<file path="src/rtl/multicycle_controller_if.sv">
// ---------------------------------------------------------------------------
// multicycle_controller_if
// Bundle between the multi-cycle control sequencer and the datapath/memories.
//   Decoded fields : opcode, func3, func7_b5 (from Instruction_Parser)
//   Status / ready : alu_zero, imem_ready, dmem_ready
//   Control out    : imem_req, ir_write, pc_write, pc_src, reg_write, alu_src,
//                    alu_op, mem_read, mem_write, mem_to_reg, illegal
//   Observability  : state, instret (CNT_W bits)
// Modports:
//   master - the controller: drives requests/enables, samples fields/readies
//   slave  - datapath and memory side
// ---------------------------------------------------------------------------
interface multicycle_controller_if #(
  parameter int CNT_W = 32
);
  logic [6:0]       opcode;
  logic [2:0]       func3;
  logic             func7_b5;
  logic             alu_zero;
  logic             imem_ready;
  logic             dmem_ready;

  logic             imem_req;
  logic             ir_write;
  logic             pc_write;
  logic             pc_src;
  logic             reg_write;
  logic             alu_src;
  logic [1:0]       alu_op;
  logic             mem_read;
  logic             mem_write;
  logic             mem_to_reg;
  logic             illegal;
  logic [2:0]       state;
  logic [CNT_W-1:0] instret;

  modport master (
    input  opcode, func3, func7_b5, alu_zero, imem_ready, dmem_ready,
    output imem_req, ir_write, pc_write, pc_src, reg_write, alu_src, alu_op,
           mem_read, mem_write, mem_to_reg, illegal, state, instret
  );

  modport slave (
    output opcode, func3, func7_b5, alu_zero, imem_ready, dmem_ready,
    input  imem_req, ir_write, pc_write, pc_src, reg_write, alu_src, alu_op,
           mem_read, mem_write, mem_to_reg, illegal, state, instret
  );
endinterface

</file>
<file path="src/rtl/multicycle_controller.sv">
// ---------------------------------------------------------------------------
// multicycle_controller
// Multi-cycle control sequencer for the RISC-V core datapath. Steps each
// instruction through FETCH, DECODE, EXECUTE, MEM and WB, handshaking with
// instruction/data memories that may stall. Unsupported encodings park the
// controller in TRAP until reset.
// Ports:
//   clk   - rising-edge clock
//   reset - synchronous, active-high reset
//   bus   - multicycle_controller_if.master (fields, readies, control enables,
//           state and retired-instruction count)
// Build option:
//   MCC_PERF_COUNT_EN - when defined, instret counts retired instructions
//                       (wrapping modulo 2^CNT_W); otherwise instret is 0.
// ---------------------------------------------------------------------------
module multicycle_controller #(
  parameter int CNT_W = 32
) (
  input  logic                     clk,
  input  logic                     reset,
  multicycle_controller_if.master  bus
);

  typedef enum logic [2:0] {
    S_FETCH   = 3'd0,
    S_DECODE  = 3'd1,
    S_EXECUTE = 3'd2,
    S_MEM     = 3'd3,
    S_WB      = 3'd4,
    S_TRAP    = 3'd5
  } state_t;

  typedef enum logic [2:0] {
    C_R      = 3'd0,
    C_I      = 3'd1,
    C_LOAD   = 3'd2,
    C_STORE  = 3'd3,
    C_BRANCH = 3'd4
  } class_t;

  state_t state_q, state_d;
  class_t class_q, class_d;
  logic   bne_q, bne_d;     // latched func3[0]: 0 = beq, 1 = bne
  logic   retire;

  logic       imem_req, ir_write, pc_write, pc_src, reg_write, alu_src;
  logic [1:0] alu_op;
  logic       mem_read, mem_write, mem_to_reg, illegal;

  // func7_b5 only matters to the ALU's own func decode; alu_op=10 hands it off.
  logic unused_func7;
  assign unused_func7 = bus.func7_b5;

  always_comb begin
    state_d    = state_q;
    class_d    = class_q;
    bne_d      = bne_q;
    retire     = 1'b0;
    imem_req   = 1'b0;
    ir_write   = 1'b0;
    pc_write   = 1'b0;
    pc_src     = 1'b0;
    reg_write  = 1'b0;
    alu_src    = 1'b0;
    alu_op     = 2'b00;
    mem_read   = 1'b0;
    mem_write  = 1'b0;
    mem_to_reg = 1'b0;
    illegal    = 1'b0;

    unique case (state_q)
      S_FETCH: begin
        imem_req = 1'b1;
        if (bus.imem_ready) begin
          ir_write = 1'b1;
          pc_write = 1'b1;   // pc_src stays 0: PC+4
          state_d  = S_DECODE;
        end
      end

      S_DECODE: begin
        state_d = S_EXECUTE;
        bne_d   = bus.func3[0];
        unique case (bus.opcode)
          7'b0110011: class_d = C_R;
          7'b0010011: class_d = C_I;
          7'b0000011: class_d = C_LOAD;
          7'b0100011: class_d = C_STORE;
          7'b1100011: begin
            class_d = C_BRANCH;
            // Only beq/bne are supported.
            if (bus.func3[2:1] != 2'b00) state_d = S_TRAP;
          end
          default: state_d = S_TRAP;
        endcase
      end

      S_EXECUTE: begin
        unique case (class_q)
          C_R: begin
            alu_op  = 2'b10;
            state_d = S_WB;
          end
          C_I: begin
            alu_op  = 2'b11;
            alu_src = 1'b1;
            state_d = S_WB;
          end
          C_LOAD, C_STORE: begin
            alu_src = 1'b1;
            state_d = S_MEM;
          end
          default: begin   // C_BRANCH
            alu_op   = 2'b01;
            pc_write = bne_q ? !bus.alu_zero : bus.alu_zero;
            pc_src   = pc_write;
            retire   = 1'b1;
            state_d  = S_FETCH;
          end
        endcase
      end

      S_MEM: begin
        if (class_q == C_STORE) begin
          mem_write = 1'b1;
          if (bus.dmem_ready) begin
            retire  = 1'b1;
            state_d = S_FETCH;
          end
        end else begin
          mem_read = 1'b1;
          if (bus.dmem_ready) state_d = S_WB;
        end
      end

      S_WB: begin
        reg_write  = 1'b1;
        mem_to_reg = (class_q == C_LOAD);
        retire     = 1'b1;
        state_d    = S_FETCH;
      end

      S_TRAP: illegal = 1'b1;

      default: state_d = S_FETCH;
    endcase

    // Reset silences every output in the same cycle, dropping any request.
    if (reset) begin
      imem_req   = 1'b0;
      ir_write   = 1'b0;
      pc_write   = 1'b0;
      pc_src     = 1'b0;
      reg_write  = 1'b0;
      alu_src    = 1'b0;
      alu_op     = 2'b00;
      mem_read   = 1'b0;
      mem_write  = 1'b0;
      mem_to_reg = 1'b0;
      illegal    = 1'b0;
    end
  end

`ifdef MCC_PERF_COUNT_EN
  logic [CNT_W-1:0] instret_q;
`endif

  always_ff @(posedge clk) begin
    if (reset) begin
      state_q   <= S_FETCH;
      class_q   <= C_R;
      bne_q     <= 1'b0;
`ifdef MCC_PERF_COUNT_EN
      instret_q <= '0;
`endif
    end else begin
      state_q   <= state_d;
      class_q   <= class_d;
      bne_q     <= bne_d;
`ifdef MCC_PERF_COUNT_EN
      if (retire) instret_q <= instret_q + 1'b1;
`endif
    end
  end

`ifdef MCC_PERF_COUNT_EN
  assign bus.instret = reset ? '0 : instret_q;
`else
  logic unused_retire;
  assign unused_retire = retire;
  assign bus.instret   = '0;
`endif

  assign bus.imem_req   = imem_req;
  assign bus.ir_write   = ir_write;
  assign bus.pc_write   = pc_write;
  assign bus.pc_src     = pc_src;
  assign bus.reg_write  = reg_write;
  assign bus.alu_src    = alu_src;
  assign bus.alu_op     = alu_op;
  assign bus.mem_read   = mem_read;
  assign bus.mem_write  = mem_write;
  assign bus.mem_to_reg = mem_to_reg;
  assign bus.illegal    = illegal;
  assign bus.state      = reset ? 3'd0 : state_q;

endmodule
</file>
<file path="src/flat_wrapper.sv">
// flat-port wrapper written by rule: the top's interface ports become plain ports
module multicycle_controller_flat 
#(
  parameter int CNT_W = 32
)
  (clk, reset, bus_opcode, bus_func3, bus_func7_b5, bus_alu_zero, bus_imem_ready, bus_dmem_ready, bus_imem_req, bus_ir_write, bus_pc_write, bus_pc_src, bus_reg_write, bus_alu_src, bus_alu_op, bus_mem_read, bus_mem_write, bus_mem_to_reg, bus_illegal, bus_state, bus_instret);
  multicycle_controller_if #(.CNT_W(CNT_W)) bus_i ();
  input  logic clk;
  input  logic reset;
  input wire logic [$bits(bus_i.opcode)-1:0] bus_opcode;
  input wire logic [$bits(bus_i.func3)-1:0] bus_func3;
  input wire logic [$bits(bus_i.func7_b5)-1:0] bus_func7_b5;
  input wire logic [$bits(bus_i.alu_zero)-1:0] bus_alu_zero;
  input wire logic [$bits(bus_i.imem_ready)-1:0] bus_imem_ready;
  input wire logic [$bits(bus_i.dmem_ready)-1:0] bus_dmem_ready;
  output wire logic [$bits(bus_i.imem_req)-1:0] bus_imem_req;
  output wire logic [$bits(bus_i.ir_write)-1:0] bus_ir_write;
  output wire logic [$bits(bus_i.pc_write)-1:0] bus_pc_write;
  output wire logic [$bits(bus_i.pc_src)-1:0] bus_pc_src;
  output wire logic [$bits(bus_i.reg_write)-1:0] bus_reg_write;
  output wire logic [$bits(bus_i.alu_src)-1:0] bus_alu_src;
  output wire logic [$bits(bus_i.alu_op)-1:0] bus_alu_op;
  output wire logic [$bits(bus_i.mem_read)-1:0] bus_mem_read;
  output wire logic [$bits(bus_i.mem_write)-1:0] bus_mem_write;
  output wire logic [$bits(bus_i.mem_to_reg)-1:0] bus_mem_to_reg;
  output wire logic [$bits(bus_i.illegal)-1:0] bus_illegal;
  output wire logic [$bits(bus_i.state)-1:0] bus_state;
  output wire logic [$bits(bus_i.instret)-1:0] bus_instret;
  assign bus_i.opcode = bus_opcode;
  assign bus_i.func3 = bus_func3;
  assign bus_i.func7_b5 = bus_func7_b5;
  assign bus_i.alu_zero = bus_alu_zero;
  assign bus_i.imem_ready = bus_imem_ready;
  assign bus_i.dmem_ready = bus_dmem_ready;
  assign bus_imem_req = bus_i.imem_req;
  assign bus_ir_write = bus_i.ir_write;
  assign bus_pc_write = bus_i.pc_write;
  assign bus_pc_src = bus_i.pc_src;
  assign bus_reg_write = bus_i.reg_write;
  assign bus_alu_src = bus_i.alu_src;
  assign bus_alu_op = bus_i.alu_op;
  assign bus_mem_read = bus_i.mem_read;
  assign bus_mem_write = bus_i.mem_write;
  assign bus_mem_to_reg = bus_i.mem_to_reg;
  assign bus_illegal = bus_i.illegal;
  assign bus_state = bus_i.state;
  assign bus_instret = bus_i.instret;
  multicycle_controller #(.CNT_W(CNT_W)) u_core (.clk(clk), .reset(reset), .bus(bus_i));
endmodule
</file>
<file path="config.mk">
export PLATFORM = sky130hd
export DESIGN_NAME = multicycle_controller_flat
export DESIGN_NICKNAME = d
export VERILOG_FILES = /design/src/rtl/multicycle_controller_if.sv /design/src/rtl/multicycle_controller.sv /design/src/flat_wrapper.sv
export SDC_FILE = /design/constraint.sdc
export NUM_CORES = 1
export LEC_CHECK = 0
export CAP_MARGIN = 40
export CORE_MARGIN = 4
export CORE_UTILIZATION = 35
export DETAILED_ROUTE_END_ITERATION = 8
export GPL_TIMING_DRIVEN = 1
export PLACE_DENSITY_LB_ADDON = 0.12
export RECOVER_POWER = 100
export SYNTH_ARGS = -nofsm -noshare
export SYNTH_HDL_FRONTEND = slang
export SYNTH_SLANG_ARGS = --single-unit
</file>
<file path="constraint.sdc">
create_clock -name clk -period 3.75 [get_ports clk]
set_clock_uncertainty 0.2 [all_clocks]
set_input_delay 0.5625 -clock clk [delete_from_list [all_inputs] [get_ports clk]]
set_output_delay 0.5625 -clock clk [all_outputs]
set_load 0.05 [all_outputs]
</file>
==> impl_metrics.ini, run 1 <==
[synth]
synth_top_family_by_area = buffers and inverters
synth_compound_area_frac = 0.146
synth_top_area_share = 0.302
synth.distinct_cells = 35
synthTopCellsByArea = buf_4 30%, dfxtp_1 18%, a21oi_1 5.0%
async_flop_share = 0
synthAdderAreaFrac = 0
syn_area_per_cell_um2 = 7.04
synthCells = 113
yosysTopAreaCell = buf_4
synth_flop_cell = dfxtp_1
synthMuxAreaShare = 0.0126
netlist_area_um2 = 796
synth-xor-area-share = 0.0110
synth_commonest_cells = 32 x buf_4, 10 x nor2_1, 8 x a21oi_1
yosysSeqAreaShare = 0.176
yosys.area_share.simple = 0.303
ys_seq_elements = 7
yosysMostFrequentCell = buf_4
synth_edf_count = 0
synth_warnings = 0

[run]
drv_cap = 0

[timing]
finalHoldViolCount = 0
setup_tns_ns = 0
max_freq_mhz = 296
final.period_utilization = 0.901
rsz0062_at_grt = no
maxSlewHeadroom = 0.598
setup_violations = 0
tightest_slew_ns = 0.606
final.min_clock_period_ns = 3.38
slew_viol_final = 0

[grt]
grt_pass1_vias = 669
grt_pass1_wl_mm = 3.09
grt_max_degree = 13
grt_antenna_before_repair = 0
grtUsageTotal = 0.122
grt.overflow.total = 0

[status]
status = finished clean

[setup_path]
crit_slowest_cell = dlygate4sd3_1
cp_common_cell = dlygate4sd3_1
critical_path.cell_chain = dlygate4sd3_1 -> or3_1 -> nor2_1 -> dlygate4sd3_1
critPathTopFamily = buffers and inverters
critical_path_class = primary input to output pin
reg2regPathDepth = 4
r2r-start = u_core.state_q[0]
worstSetupStartpointType = primary input
crit_required_ns = 2.99
end_kind = output pin
slowest_delay_ns = 0.87
cp_max_fo = 7
reg2reg_slack_ns = 1.79
reg2reg_to = u_core.class_q[1]
crit_arrival_ns = 2.62
cp_num_buf_inv = 2

[finish]
fin_nets = 159
final_util = 0.453
antenna_cells = 0
drive_above_1_share = 0.0563
area_growth_pct = 24.7
design_area_um2 = 992

[place]
portBuffers = 29
place_area_um2 = 985
dp_hpwl_mm = 1.50
routabilityCongestion = 0.791

[power]
power.density_nw_per_um2 = 352
p_leak_uw = 0.000441
peakVddDrop_mv = 0.186

[hold_path]
whs_endpoint = u_core.bne_q
worstHoldStart = u_core.bne_q
min_path_type = flip-flop to flip-flop
whs_path_depth = 2

[floorplanning]
dieArea_um2 = 3100
fp.dieH_um = 55.7
rows = 17
start_util = 0.363
die_w_um = 55.7
pin_count = 63
core_um2 = 2190

[route]
drtAntennaViolNets = 0
remaining_drc_errors = 0
vias_per_cell = 4.45
wl_per_cell_um = 10.8
vias = 757
routed_wl_mm = 1.83
drt_iter0_drc = 2
dr.pass1.iters = 4

[cts]
cts_tree = done
cts_buffers = 3
clk_path_buf_depth = 2
cts_root_buf = clkbuf_4
clkSlewWorstSetupHoldPaths_ns = 0.05
cts_setup_buffers = 0
post_cts_resized = 0
htreeDepth = 1
clkLatencyLatePin_ns = 0.26
clock-sinks = 7
cts_hold_buffers = 0
worst min-delay path: stages, from the launching register on:
cell	delay [ns]
dfxtp_1	0.32
nand2_1	0.06
a21oi_1	0.05
final cells by class:
cell class	count	area, um2
multi-input cells	96	495
inverters	5	18.8
flip-flops and latches	7	140
well taps	28	35.0
fillers	237	1200
clock buffers	4	26.3
repair buffers	30	277
per-stage QoR:
stage               hold WS [ns]  power (uW)  std cells  setup WS (ns)
finish                     0.281         350        170          0.370
global route               0.302         370        170          0.283
CTS                        0.287         359        170          0.506
detailed placement         0.279         288        166          0.502
global placement           0.271         288        166          0.518
floorplan                  0.248         271        144          0.595
kinds of logic after synthesis:
logic type	Yosys count
mux	1
compound gates	19
flops	7
simple gates	43
buf+inv	41
other cells	1
xor+xnor	1
how the worst max path moves through the flow:
stage | start | endpoint | cells after the start
3_5_place_dp | reset | bus_ir_write | 5
5_1_grt | reset | bus_ir_write | 5
4_1_cts | reset | bus_ir_write | 5
3_3_place_gp | reset | bus_ir_write | 5
6_report | reset | bus_alu_op[0] | 4
2_1_floorplan | u_core.state_q[1] | bus_pc_write | 4
report_power, final:
part	total [uW]	internal (uW)	leakage, uW	switching (uW)
sequential	97.6	81.4	0.0000570	16.2
clock	69.5	40.7	0.0000150	28.9
combinational	183	45.9	0.000369	137
cell usage in the layout (no fill, tap or decap), drive strengths merged, types with 2 or more instances in the layout:
cell | synthesis | routed
clkdlybuf4s50 | 0 | 12
o21ai | 2 | 2
nor4 | 3 | 3
dfxtp | 7 | 7
nor3 | 8 | 8
nand2 | 5 | 5
a31oi | 2 | 2
conb | 1 | 32
dlygate4sd3 | 0 | 13
buf | 33 | 2
nand2b | 5 | 5
a21oi | 8 | 8
inv | 5 | 5
or2 | 2 | 2
clkbuf | 3 | 7
nor2b | 2 | 2
nor2 | 10 | 10
state kept, by name, indices dropped and copies added, names as in the netlist:
name,count
u_core.class_q,3
u_core.state_q,3
u_core.bne_q,1
per-layer routing:
metal	track usage	part of all wire	vias to the layer above
met1	0.162	0.43	334
met5	0	0	-
met2	0.179	0.45	38
met3	0.0325	0.098	5
met4	0.0625	0.022	0
li1	-	-	380
Note: power is estimated with default switching activity, not from simulation.
==> inputs of run 2 (changes only) <==
Settings changed: GPL_ROUTABILITY_DRIVEN from default to 0.
==> results of run 2 <==
Same layout as run 1: the final DEF is identical, and so are final timing and power.
